`config.mk`:
```
export PLATFORM = sky130hd
export DESIGN_NAME = instr_reg_fetch
export DESIGN_NICKNAME = d
export VERILOG_FILES = /design/src/rtl/cpu_isa_pkg.sv /design/src/rtl/ir_field_split.sv /design/src/rtl/instr_reg_fetch.sv
export SDC_FILE = /design/constraint.sdc
export NUM_CORES = 1
export LEC_CHECK = 0
export BUFFER_PORTS_ARGS = -buffer_cell sky130_fd_sc_hd__buf_2
export CORE_ASPECT_RATIO = 0.75
export CORE_MARGIN = 2
export CORE_UTILIZATION = 45
export CTS_CLUSTER_SIZE = 8
export DETAILED_ROUTE_END_ITERATION = 8
export GPL_ROUTABILITY_DRIVEN = 0
export PLACE_DENSITY_LB_ADDON = 0.05
export SYNTH_ARGS = -nofsm -noshare
export SYNTH_HDL_FRONTEND = slang
export SYNTH_SLANG_ARGS = --single-unit
```
`constraint.sdc`:
```
create_clock -name clk -period 4.05 [get_ports clk]
set_input_delay 0.6075 -clock clk [delete_from_list [all_inputs] [get_ports clk]]
set_output_delay 0.6075 -clock clk [all_outputs]
set_load 0.01 [all_outputs]
```
`src/rtl/cpu_isa_pkg.sv`:
```
// Shared ISA definitions: opcodes, extension codes, instruction field positions,
// the NOP word and the instruction-fetch state encoding.
package cpu_isa_pkg;

   localparam logic [3:0] OP_RTYPE = 4'h0;
   localparam logic [3:0] OP_ANDI  = 4'h1;
   localparam logic [3:0] OP_ORI   = 4'h2;
   localparam logic [3:0] OP_XORI  = 4'h3;
   localparam logic [3:0] OP_MEM   = 4'h4;
   localparam logic [3:0] OP_ADDI  = 4'h5;
   localparam logic [3:0] OP_SHIFT = 4'h8;
   localparam logic [3:0] OP_SUBI  = 4'h9;
   localparam logic [3:0] OP_CMPI  = 4'hb;
   localparam logic [3:0] OP_BCOND = 4'hc;
   localparam logic [3:0] OP_MOVI  = 4'hd;
   localparam logic [3:0] OP_LUI   = 4'hf;

   // Extension codes carried in opCode2 when opCode1 == OP_MEM
   localparam logic [3:0] EXT_LB    = 4'h0;
   localparam logic [3:0] EXT_SB    = 4'h4;
   localparam logic [3:0] EXT_JAL   = 4'h8;
   localparam logic [3:0] EXT_JCOND = 4'hc;

   localparam int OP1_HI   = 15;
   localparam int OP1_LO   = 12;
   localparam int COND_HI  = 11;
   localparam int COND_LO  = 8;
   localparam int OP2_HI   = 7;
   localparam int OP2_LO   = 4;
   localparam int SHIFT_HI = 3;
   localparam int SHIFT_LO = 0;
   localparam int IMM8_HI  = 7;

   localparam logic [15:0] ISA_NOP_WORD = 16'h0000;

   typedef enum logic [1:0] {
      FETCH_IDLE    = 2'd0,
      FETCH_WAIT    = 2'd1,
      FETCH_CAPTURE = 2'd2
   } fetch_state_e;

   function automatic logic is_illegal(input logic [15:0] word);
      logic [3:0] op1;
      logic [3:0] op2;
      logic       ill;
      op1 = word[OP1_HI:OP1_LO];
      op2 = word[OP2_HI:OP2_LO];
      case (op1)
         OP_RTYPE, OP_ANDI, OP_ORI, OP_XORI, OP_ADDI, OP_SHIFT,
         OP_SUBI, OP_CMPI, OP_BCOND, OP_MOVI, OP_LUI: ill = 1'b0;
         OP_MEM: ill = !((op2 == EXT_LB) || (op2 == EXT_SB) ||
                         (op2 == EXT_JAL) || (op2 == EXT_JCOND));
         default: ill = 1'b1;
      endcase
      return ill;
   endfunction

endpackage

```
`src/rtl/ir_field_split.sv`:
```
// Combinational instruction field splitter; also reused by the control FSM
// for its immediate path.
module ir_field_split
   import cpu_isa_pkg::*;
(
   input  logic [15:0] ir,
   input  logic        zero_ext,
   output logic [3:0]  op_code1,
   output logic [3:0]  cond_code,
   output logic [3:0]  op_code2,
   output logic [3:0]  shift_amt,
   output logic [15:0] imm16
);

   assign op_code1  = ir[OP1_HI:OP1_LO];
   assign cond_code = ir[COND_HI:COND_LO];
   assign op_code2  = ir[OP2_HI:OP2_LO];
   assign shift_amt = ir[SHIFT_HI:SHIFT_LO];

   assign imm16[IMM8_HI:0] = ir[IMM8_HI:0];

   genvar gi;
   generate
      for (gi = IMM8_HI + 1; gi < 16; gi++) begin : g_ext
         assign imm16[gi] = ~zero_ext & ir[IMM8_HI];
      end
   endgenerate

endmodule

```
`src/rtl/instr_reg_fetch.sv`:
```
// Instruction register: waits out the memory read latency after fetch_start,
// captures the returned word and splits it into fields. Optional ILLEGAL_OP_DETECT_EN.
module instr_reg_fetch
   import cpu_isa_pkg::*;
#(
   parameter int                DATA_W       = 16,
   parameter int                READ_LATENCY = 2,
   parameter logic [DATA_W-1:0] NOP_WORD     = ISA_NOP_WORD
)
(
   input  logic              clk,
   input  logic              reset,
   input  logic              fetch_start,
   input  logic              flush,
   input  logic [DATA_W-1:0] mem_rdata,
   input  logic              zero_ext,
   output logic [DATA_W-1:0] ir,
   output logic              ir_valid,
   output logic              fetch_busy,
   output logic [3:0]        opCode1,
   output logic [3:0]        condCode,
   output logic [3:0]        opCode2,
   output logic [3:0]        shiftAmt,
   output logic [15:0]       imm16,
   output logic              illegal_op
);

   localparam logic [2:0] LAST_CNT = 3'(READ_LATENCY - 1);

   fetch_state_e      state_q, state_d;
   logic [2:0]        cnt_q, cnt_d;
   logic [2:0]        cnt_inc;
   logic [DATA_W-1:0] ir_q, ir_d;
   logic              ir_valid_q, ir_valid_d;
   logic              fetch_busy_q, fetch_busy_d;

   // The CAPTURE cycle is the one in which mem_rdata carries the requested word,
   // so the state advances when the next count value reaches LAST_CNT.
   always_comb begin
      state_d      = state_q;
      cnt_d        = cnt_q;
      ir_d         = ir_q;
      ir_valid_d   = ir_valid_q;
      fetch_busy_d = fetch_busy_q;
      cnt_inc      = (cnt_q == LAST_CNT) ? cnt_q : cnt_q + 3'd1;

      case (state_q)
         FETCH_IDLE: begin
            cnt_d = '0;
         end
         FETCH_WAIT: begin
            cnt_d   = cnt_inc;
            state_d = (cnt_inc == LAST_CNT) ? FETCH_CAPTURE : FETCH_WAIT;
         end
         FETCH_CAPTURE: begin
            ir_d         = mem_rdata;
            ir_valid_d   = 1'b1;
            fetch_busy_d = 1'b0;
            cnt_d        = '0;
            state_d      = FETCH_IDLE;
         end
         default: begin
            state_d = FETCH_IDLE;
            cnt_d   = '0;
         end
      endcase

      // A new request restarts the count; any capture above still lands in ir
      if (fetch_start) begin
         ir_valid_d   = 1'b0;
         fetch_busy_d = 1'b1;
         cnt_d        = '0;
         state_d      = (LAST_CNT == 3'd0) ? FETCH_CAPTURE : FETCH_WAIT;
      end

      if (flush) begin
         ir_d         = NOP_WORD;
         ir_valid_d   = 1'b0;
         fetch_busy_d = 1'b0;
         cnt_d        = '0;
         state_d      = FETCH_IDLE;
      end
   end

   always_ff @(posedge clk) begin
      if (reset) begin
         state_q      <= FETCH_IDLE;
         cnt_q        <= '0;
         ir_q         <= NOP_WORD;
         ir_valid_q   <= 1'b0;
         fetch_busy_q <= 1'b0;
      end else begin
         state_q      <= state_d;
         cnt_q        <= cnt_d;
         ir_q         <= ir_d;
         ir_valid_q   <= ir_valid_d;
         fetch_busy_q <= fetch_busy_d;
      end
   end

   assign ir         = ir_q;
   assign ir_valid   = ir_valid_q;
   assign fetch_busy = fetch_busy_q;

   ir_field_split u_split (
      .ir        (ir_q[15:0]),
      .zero_ext  (zero_ext),
      .op_code1  (opCode1),
      .cond_code (condCode),
      .op_code2  (opCode2),
      .shift_amt (shiftAmt),
      .imm16     (imm16)
   );

`ifdef ILLEGAL_OP_DETECT_EN
   logic illegal_q, illegal_d;

   always_comb begin
      illegal_d = illegal_q;
      if (state_q == FETCH_CAPTURE) begin
         illegal_d = is_illegal(mem_rdata[15:0]);
      end
      if (fetch_start || flush) begin
         illegal_d = 1'b0;
      end
   end

   always_ff @(posedge clk) begin
      if (reset) begin
         illegal_q <= 1'b0;
      end else begin
         illegal_q <= illegal_d;
      end
   end

   assign illegal_op = illegal_q;
`else
   assign illegal_op = 1'b0;
`endif

endmodule
```
==> impl_metrics.toml, run 1 <==
[run_status]
outcome = "finished, final reports clean"

[yosys]
synth_top_area_share_pct = 40.8
synth_edf_count = 0
synth_cell_types = 23
syn_area_sq_um = 1130
ys_ff_latch = 23
async_flop_share_pct = 0
yosysWarnings = 0
ys.flop_type = "dfxtp_1"
synth.largest_area_cell = "dfxtp_1"
synth_area_per_cell_sq_um = 8.11
seq_area_frac_synth_pct = 40.8
synth_area_leaders = "dfxtp_1 41%, buf_4 21%, nand2_1 11%, a21oi_1 8.0%, ha_1 2.2%"
yosys-top-cells-count = "33 x nand2_1, 32 x buf_4, 23 x dfxtp_1, 18 x a21oi_1, 6 x nor2_1"
synth_nets = 162
synth_most_common_cell = "nand2_1"
syn_inst = 139

[drt]
dr.pass1.iters = 2
drc_errors = 0
post_drt_wl_per_cell_microns = 9.87
drt_wl_total_microns = 2060
drt-initial-drc-count = 26
vias_per_cell = 4.31
vias = 901
drtAntennaViolNets = 0

[floorplanning]
fp.dieW_microns = 61.8
core_sq_um = 2330
dieArea_sq_um = 2930
start_util_pct = 48.4
die_h_microns = 47.3
num_rows = 15
ioPinCount = 72

[hold_path]
hold_start = "ir[14]$_SDFFE_PP0P_"
min_path_cells = 2
hold_class = "reg -> reg"
min_to = "ir[14]$_SDFFE_PP0P_"

[clocking]
post_cts_resized = 0
post-cts-setup-buffers = 0
clock_latency_ps = 300
cts_hold_buf = 0
numCtsBuffers = 3
cts_tree = "done"
cts.clk_slew.worst_paths_ps = 120
cts_buffer_depth = 2
cts.sinks = 23
htreeDepth = 1
cts_root_buf = "clkbuf_4"

[placement]
place_ws_ps = 1940
dpl.cell_count = 205
io_buffers = 70
dp_hpwl_microns = 1580
dpl-instance-area_sq_um = 1250

[power]
seqPwrFrac_pct = 65.0
p_clk_share_pct = 29.2
netSwitchingFraction_pct = 21.4
intPower_w = 0.000276
p_sw_w = 0.0000754
cellLeakagePower_nw = 0.659
max-vdd-ir-drop_v = 0.000150
p_per_area_nw_per_um2 = 274
combPwrFrac_pct = 5.8

[critical_path]
critPathKind = "reg -> out"
critPathRequiredTime_ps = 3440
end_kind = "output port"
crit_fanout = 8
r2r-start = "state_q[1]$_SDFFE_PP0P_"
reg2reg_slack_ps = 2420
r2r_end = "ir[13]$_SDFFE_PP0P_"
start_kind = "flop"
crit_arrival_ps = 1210
r2r_cells = 3

[grt]
grt_pass1_vias = 678
grt_pass1_wl_microns = 2850
grt_max_degree = 22
grt_use_total_pct = 13.4
antenna_found_initial = 0
gr-total-overflow = 0

[sta]
finalCritPeriodShare_pct = 44.9
rsz0062_at_grt = "no"
max_freq_ghz = 0.550
finalHoldViolCount = 0
fin_skew_ps = 3.23
report.final.slew_viol_count = 0
layout_min_cycle_time_ps = 1820
slew_headroom_pct = 24.2
final.setup.tns_ps = 0
finalWorstSetupSlack_ps = 2230
setup_viol = 0
worst_pin_slew_ps = 1130

[cells_and_area]
fin_util_pct = 55.1
layout.area.seq_sq_um = 460
n_antenna_cell = 0
multi_input_area_sq_um = 394
layout-drive-gt1-share_pct = 42.9
final_cells = 209
syn_to_final_growth_pct = 13.7
stdcell_area_sq_um = 1280
fin_nets = 199
fill_cells = 260

[job]
max-cap-violations = 0
[registers in the layout, indices dropped and copies added (netlist names)]
register	count
fetch_busy	1
cnt_q	3
ir	16
ir_valid	1
state_q	2
[power by group through the flow]
stage                     clock network [W]  registers [W]    logic, W
final                              0.000103       0.000229   0.0000204
after global routing               0.000114       0.000229   0.0000228
after detailed placement                  0       0.000234   0.0000205
after floorplan                           0       0.000234  0.00000976
after CTS                          0.000109       0.000229   0.0000206
after global placement                    0       0.000234   0.0000202
[layout by cell type, fill, tap and decap left out, drive strengths merged]
cell     n
a211oi   1
inv      2
nor3b    1
or2      1
ha       2
o32ai    1
clkbuf   4
or3      1
xnor2    1
buf     70
nand2   33
nor2b    2
conb     1
or3b     1
or4b     1
nor3     1
o21ba    1
nand2b   3
nor2     6
dfxtp   23
a21oi   18
mux2i    1
[how the worst max path moves through the flow]
stage	startpoint	end
finish	ir[7]$_SDFFE_PP0P_	imm16[14]
global route	ir[7]$_SDFFE_PP0P_	imm16[14]
CTS	ir[7]$_SDFFE_PP0P_	imm16[14]
detailed placement	reset	state_q[1]$_SDFFE_PP0P_
global placement	reset	state_q[1]$_SDFFE_PP0P_
floorplan	zero_ext	imm16[10]
[layout make-up]
class                      instances  share of cell area (%)
clock buffer                       4                    2.05
multi-input combinational         76                    30.8
tap                               34                    3.32
inverter                           2                   0.586
sequential                        23                    35.9
timing repair buffer              70                    27.3
[routing by layer]
metal	vias to the layer above	GRT usage (%)	routed length (microns)
met5	-	0	0
met4	0	2.55	0
met3	0	4.96	181
met2	42	22.1	932
met1	378	17.2	948
li1	481	-	-
[cell families after synthesis]
group | synth area share, %
simple gates | 20.0
other cells | 0.333
buf+inv | 24.2
mux | 0.888
xor+xnor | 0.777
compound gates | 10.8
fa+ha+maj | 2.22
flops | 40.8
[worst max-delay path: stages, from the launching register on]
cell and delay [ps]:
dfxtp_1 380, nor2b_1 330, buf_2 200
[metrics by stage]
step                      power (W)  hold WS [ps]
after floorplan            0.000244           493
after global routing       0.000366           497
after CTS                  0.000358           476
after global placement     0.000254           452
final                      0.000352           471
after detailed placement   0.000254           458
Note: power is estimated with default switching activity, not from simulation.
==> run 2, diff against run 1 <==
--- a/config.mk
+++ b/config.mk
@@ -8,7 +8,7 @@
 export BUFFER_PORTS_ARGS = -buffer_cell sky130_fd_sc_hd__buf_2
 export CORE_ASPECT_RATIO = 0.75
 export CORE_MARGIN = 2
-export CORE_UTILIZATION = 45
+export CORE_UTILIZATION = 37
 export CTS_CLUSTER_SIZE = 8
 export DETAILED_ROUTE_END_ITERATION = 8
 export GPL_ROUTABILITY_DRIVEN = 0
==> constraint.sdc (replaced) <==
create_clock -name clk -period 1.66 [get_ports clk]
set_input_delay 0.249 -clock clk [delete_from_list [all_inputs] [get_ports clk]]
set_output_delay 0.249 -clock clk [all_outputs]
set_load 0.01 [all_outputs]
==> run 2 against run 1 <==
Against the previous run: global-route usage down 1.8 points; utilization down 9.2 points; die area up 20%; via count up 3.7%; non-clock buffer count up 4; power rose to 2.7 times the previous value; combinational power rose to 2.7 times the previous value; sequential share of layout area down 1.5 points; hold slack worse by 260 ps; clock power rose to 3.2 times the previous value; critical path type is now reg -> reg; critical endpoint is now state_q[0]$_SDFFE_PP0P_; largest cell class unchanged.
==> impl_metrics.toml, run 2 (synthesis results as in run 1) <==
[run_status]
outcome = "finished, final reports clean"

[drt]
drt_wl_total_microns = 2120
drt-initial-drc-count = 11
vias = 934
dr.pass1.iters = 4
vias_per_cell = 4.30
drc_errors = 0
drtAntennaViolNets = 0
post_drt_wl_per_cell_microns = 9.78

[critical_path]
crit_slowest_cell = "or3_1"
crit_fanout = 5
slowest_delay_ps = 370
end_kind = "flop"
crit_arrival_ps = 1530
critPathKind = "reg -> reg"
start_kind = "flop"
critPathRequiredTime_ps = 1800
worstSetupStartpoint = "cnt_q[0]$_SDFF_PP0_"
r2r-start = "cnt_q[0]$_SDFF_PP0_"
path_cells = "ha_1 -> or3_1 -> a21oi_1 -> o32ai_1"

[cells_and_area]
final_cells = 217
layout-drive-gt1-share_pct = 44.7
layout_common_cells = "70 x buf_2, 33 x nand2_1, 23 x dfxtp_1, 18 x a21oi_1, 6 x nor2_1"
final_common_cell = "buf_2"
fin_nets = 203
stdcell_area_sq_um = 1340
largest_register_ffs = 16
n_antenna_cell = 0
syn_to_final_growth_pct = 18.5

[hold_path]
hold_class = "in -> reg"
hold_start = "fetch_start"

[clocking]
cts.clk_slew.worst_paths_ps = 80
htreeDepth = 1
clock_latency_ps = 250
post-cts-setup-buffers = 0
cts_tree = "done"
cts_buffer_depth = 2
cts_hold_buf = 0
post_cts_resized = 0
cts.sinks = 23
cts_root_buf = "clkbuf_8"
numCtsBuffers = 3

[sta]
finalCritPeriodShare_pct = 83.9
max_freq_ghz = 0.718
rsz0062_at_grt = "no"
hold_ws_ps = 215
final.setup.tns_ps = 0
fin_skew_ps = 2.38
report.final.slew_viol_count = 0
layout_min_cycle_time_ps = 1390
finalHoldViolCount = 0
setup_viol = 0

[grt]
grt_max_degree = 18
grt_pass1_wl_microns = 3100
antenna_found_initial = 0
grt_pass1_vias = 715
grt_use_total_pct = 11.6
gr-total-overflow = 0

[job]
max-cap-violations = 0

[floorplanning]
fp.dieW_microns = 67.7
ioPinCount = 72
start_util_pct = 38.7
num_rows = 17
die_h_microns = 51.8
core_sq_um = 2910
dieArea_sq_um = 3510

[power]
cellLeakagePower_nw = 0.688
p_per_area_nw_per_um2 = 702
max-vdd-ir-drop_v = 0.000435

[placement]
dp_hpwl_microns = 1650
dpl.cell_count = 213
dpl-instance-area_sq_um = 1290
io_buffers = 70
[run 2: changes by cell type in the layout (fill, tap and decap cells not counted), sizes merged]
cell    delta
clkinv     +1
buf        +4
clkbuf     -1
[run 2: worst paths after layout]
| path | end | slack (ps) | depth (start not counted) |
|---|---|---|---|
| max | state_q[0]$_SDFFE_PP0P_ | 270 | 4 |
| min reg2reg | ir[13]$_SDFFE_PP0P_ | 470 | 2 |
| max reg2reg | state_q[0]$_SDFFE_PP0P_ | 270 | 4 |
| min | ir_valid$_SDFFE_PP0P_ | 210 | 2 |
[run 2: layout make-up]
type,instances,area [sq um]
sequential,23,460
tap,38,47.5
fill,313,1580
multi-input combinational,76,394
clock inverter,1,5.00
timing repair buffer,74,380
inverter,2,7.51
clock buffer,3,41.3
[run 2: per-stage QoR]
step | util [%] | power (W) | setup WS, ps
floorplan | - | 0.000595 | 333
global placement | 44.3 | 0.000625 | 208
detailed placement | 44.3 | 0.000626 | 190
CTS | 45.9 | 0.000959 | 237
global route | 45.9 | 0.000985 | 156
finish | 45.9 | 0.000938 | 268
[run 2: critical path, delay by kind of cell, from the launching register on]
| family | cells | cell delay [ps] |
|---|---|---|
| AOI/OAI and AO/OA | 2 | 310 |
| adders and majority gates | 1 | 250 |
| and+or+nand+nor | 1 | 370 |
| DFF | 1 | 350 |
[run 2: metal layers]
metal,vias to the layer above,share of wire [%],GRT usage (%)
li1,487,-,-
met4,0,0.52,2.04
met3,2,9.7,4.55
met1,410,44,14.1
met5,-,0,0
met2,35,46,19.6
[run 2: where the power goes]
group / switching (W) / total (W) / internal [W] / leakage (nW)
logic: 0.0000261 / 0.0000546 / 0.0000285 / 0.477
registers: 0.00000250 / 0.000557 / 0.000555 / 0.186
clock network: 0.000159 / 0.000326 / 0.000167 / 0.0255
total: 0.000188 / 0.000938 / 0.000750 / 0.688
==> run 3, diff against run 2 <==
--- a/config.mk
+++ b/config.mk
@@ -8,7 +8,7 @@
 export BUFFER_PORTS_ARGS = -buffer_cell sky130_fd_sc_hd__buf_2
 export CORE_ASPECT_RATIO = 0.75
 export CORE_MARGIN = 2
-export CORE_UTILIZATION = 37
+export CORE_UTILIZATION = 41
 export CTS_CLUSTER_SIZE = 8
 export DETAILED_ROUTE_END_ITERATION = 8
 export GPL_ROUTABILITY_DRIVEN = 0
==> constraint.sdc (replaced) <==
create_clock -name clk -period 1.3 [get_ports clk]
set_input_delay 0.195 -clock clk [delete_from_list [all_inputs] [get_ports clk]]
set_output_delay 0.195 -clock clk [all_outputs]
set_load 0.01 [all_outputs]
==> run 3 against run 2 <==
Against the previous run: cell area is 7.7% higher; die area down 9.1%; combinational power grew 42%; largest cell class unchanged; largest power group unchanged.
==> impl_metrics.toml, run 3 (synthesis results as in run 1) <==
[sta]
finalHoldViolCount = 0
finalCritPeriodShare_pct = 97.9
max_freq_ghz = 0.786
rsz0062_at_grt = "yes"
setup_viol = 0
report.final.slew_viol_count = 0
hold_ws_ps = 99.1
fin_skew_ps = 1.29
layout_min_cycle_time_ps = 1270

[critical_path]
start_kind = "flop"
r2r_end = "state_q[0]$_SDFFE_PP0P_"
critPathKind = "reg -> reg"
r2r-start = "cnt_q[1]$_SDFF_PP0_"
crit_slowest_cell = "dfxtp_4"
path_cells = "ha_4 -> or3_4 -> a21oi_4 -> o32ai_2"
end_kind = "flop"
slowest_delay_ps = 390
crit_arrival_ps = 1470
critPathRequiredTime_ps = 1500
crit_fanout = 3
reg2reg_slack_ps = 30
r2r_cells = 4

[drt]
vias_per_cell = 4.35
drt-initial-drc-count = 21
dr.pass1.iters = 4
drc_errors = 0
post_drt_wl_per_cell_microns = 10.3
vias = 966
drtAntennaViolNets = 0
drt_wl_total_microns = 2300

[cells_and_area]
final_common_cell = "buf_2"
fill_cells = 260
layout-drive-gt1-share_pct = 52.2
layout_common_cells = "70 x buf_2, 33 x nand2_1, 20 x dfxtp_1, 17 x a21oi_1, 11 x buf_4"
final_cells = 222
syn_to_final_growth_pct = 27.6
fin_nets = 210
n_antenna_cell = 0
largest_register_ffs = 16

[clocking]
numCtsBuffers = 3
htreeDepth = 1
cts.sinks = 23
cts_tree = "done"
clock_latency_ps = 300
cts.clk_slew.worst_paths_ps = 120
cts_root_buf = "clkbuf_4"
cts_buffer_depth = 2

[power]
max-vdd-ir-drop_v = 0.000585
combPwrFrac_pct = 7.1
p_sw_w = 0.000235
seqPwrFrac_pct = 64.3
netSwitchingFraction_pct = 21.4
cellLeakagePower_nw = 0.718
intPower_w = 0.000866
p_clk_share_pct = 28.6
p_per_area_nw_per_um2 = 766

[hold_path]
hold_start = "fetch_start"
min_to = "ir_valid$_SDFFE_PP0P_"
hold_class = "in -> reg"
min_path_cells = 2

[placement]
io_buffers = 70
dp_hpwl_microns = 1660
dpl.cell_count = 216

[floorplanning]
num_rows = 16
die_h_microns = 49.4
fp.dieW_microns = 64.6
core_sq_um = 2600
ioPinCount = 72
dieArea_sq_um = 3190
start_util_pct = 43.3

[grt]
grt_pass1_wl_microns = 3550
grt_use_total_pct = 14.2
gr-total-overflow = 0
grt_pass1_vias = 816
antenna_found_initial = 0
grt_max_degree = 18

[job]
max-cap-violations = 0

[run_status]
outcome = "finished, final reports clean"
## run 3: changes by cell type in the layout (fill, tap and decap cells not counted), moves of 2 or more
| cell | change |
|---|---|
| buf_4 | +7 |
| clkbuf_4 | +3 |
| clkbuf_8 | -3 |
| dfxtp_1 | -3 |
| dfxtp_4 | +2 |
| ha_1 | -2 |
| ha_4 | +2 |
## run 3: cell type report
cell class	instances	area, sq um	area share, %
timing repair buffer	81	433	30.1
sequential	23	469	32.6
multi-input combinational	76	455	31.7
clock buffer	4	26.3	1.83
tap	36	45.0	3.13
inverter	2	10.0	0.696
## run 3: critical path: cells and delay by family, from the launching register on
kind | cells | cell delay, ps
compound gates | 2 | 230
fa+ha+maj | 1 | 160
flops | 1 | 390
simple gates | 1 | 390
## run 3: power groups by stage
stage | Combinational [W] | Clock [W] | Sequential (W)
after floorplan | 0.0000308 | 0 | 0.000729
after global placement | 0.0000736 | 0 | 0.000728
after detailed placement | 0.0000742 | 0 | 0.000728
after CTS | 0.0000756 | 0.000340 | 0.000713
after global routing | 0.0000866 | 0.000370 | 0.000710
final | 0.0000778 | 0.000315 | 0.000709
## run 3: how the worst max path moves through the flow
stage                                    from                       to  slack, ps  cells past startpoint
final                     cnt_q[1]$_SDFF_PP0_  state_q[0]$_SDFFE_PP0P_         30                      4
after global routing      cnt_q[0]$_SDFF_PP0_  state_q[0]$_SDFFE_PP0P_        -20                      4
after CTS                 cnt_q[0]$_SDFF_PP0_  state_q[0]$_SDFFE_PP0P_          4                      4
after detailed placement                reset  state_q[1]$_SDFFE_PP0P_        -70                      4
after global placement                  reset  state_q[1]$_SDFFE_PP0P_        -70                      4
after floorplan           cnt_q[0]$_SDFF_PP0_  state_q[0]$_SDFFE_PP0P_         30                      4
## run 3: per-stage QoR
stage	cell area (sq um)	setup TNS [ps]	utilization, %	power [W]	setup WS, ps
after floorplan	1130	0	-	0.000760	26.1
after global placement	1330	-150	51.2	0.000802	-68.5
after detailed placement	1330	-212	51.2	0.000802	-74.5
after CTS	1380	0	53.0	0.00113	4.11
after global routing	1440	-20.1	55.3	0.00117	-15.8
final	1440	0	55.3	0.00110	27.4
## run 3: per-layer routing
layer / track usage, % / vias to the layer above / wire [microns]
met4: 3.19 / 0 / 12
met3: 4.62 / 2 / 151
met5: 0 / - / 0
met2: 26.0 / 36 / 1150
met1: 16.0 / 424 / 980
li1: - / 504 / -
## run 3: what timing repair did
action	4_1_cts	5_1_grt
gates resized for setup	4	12
hold buffers	0	0
endpoints found under the setup margin	10	12
pin swaps	0	3
buffers inserted	1	1
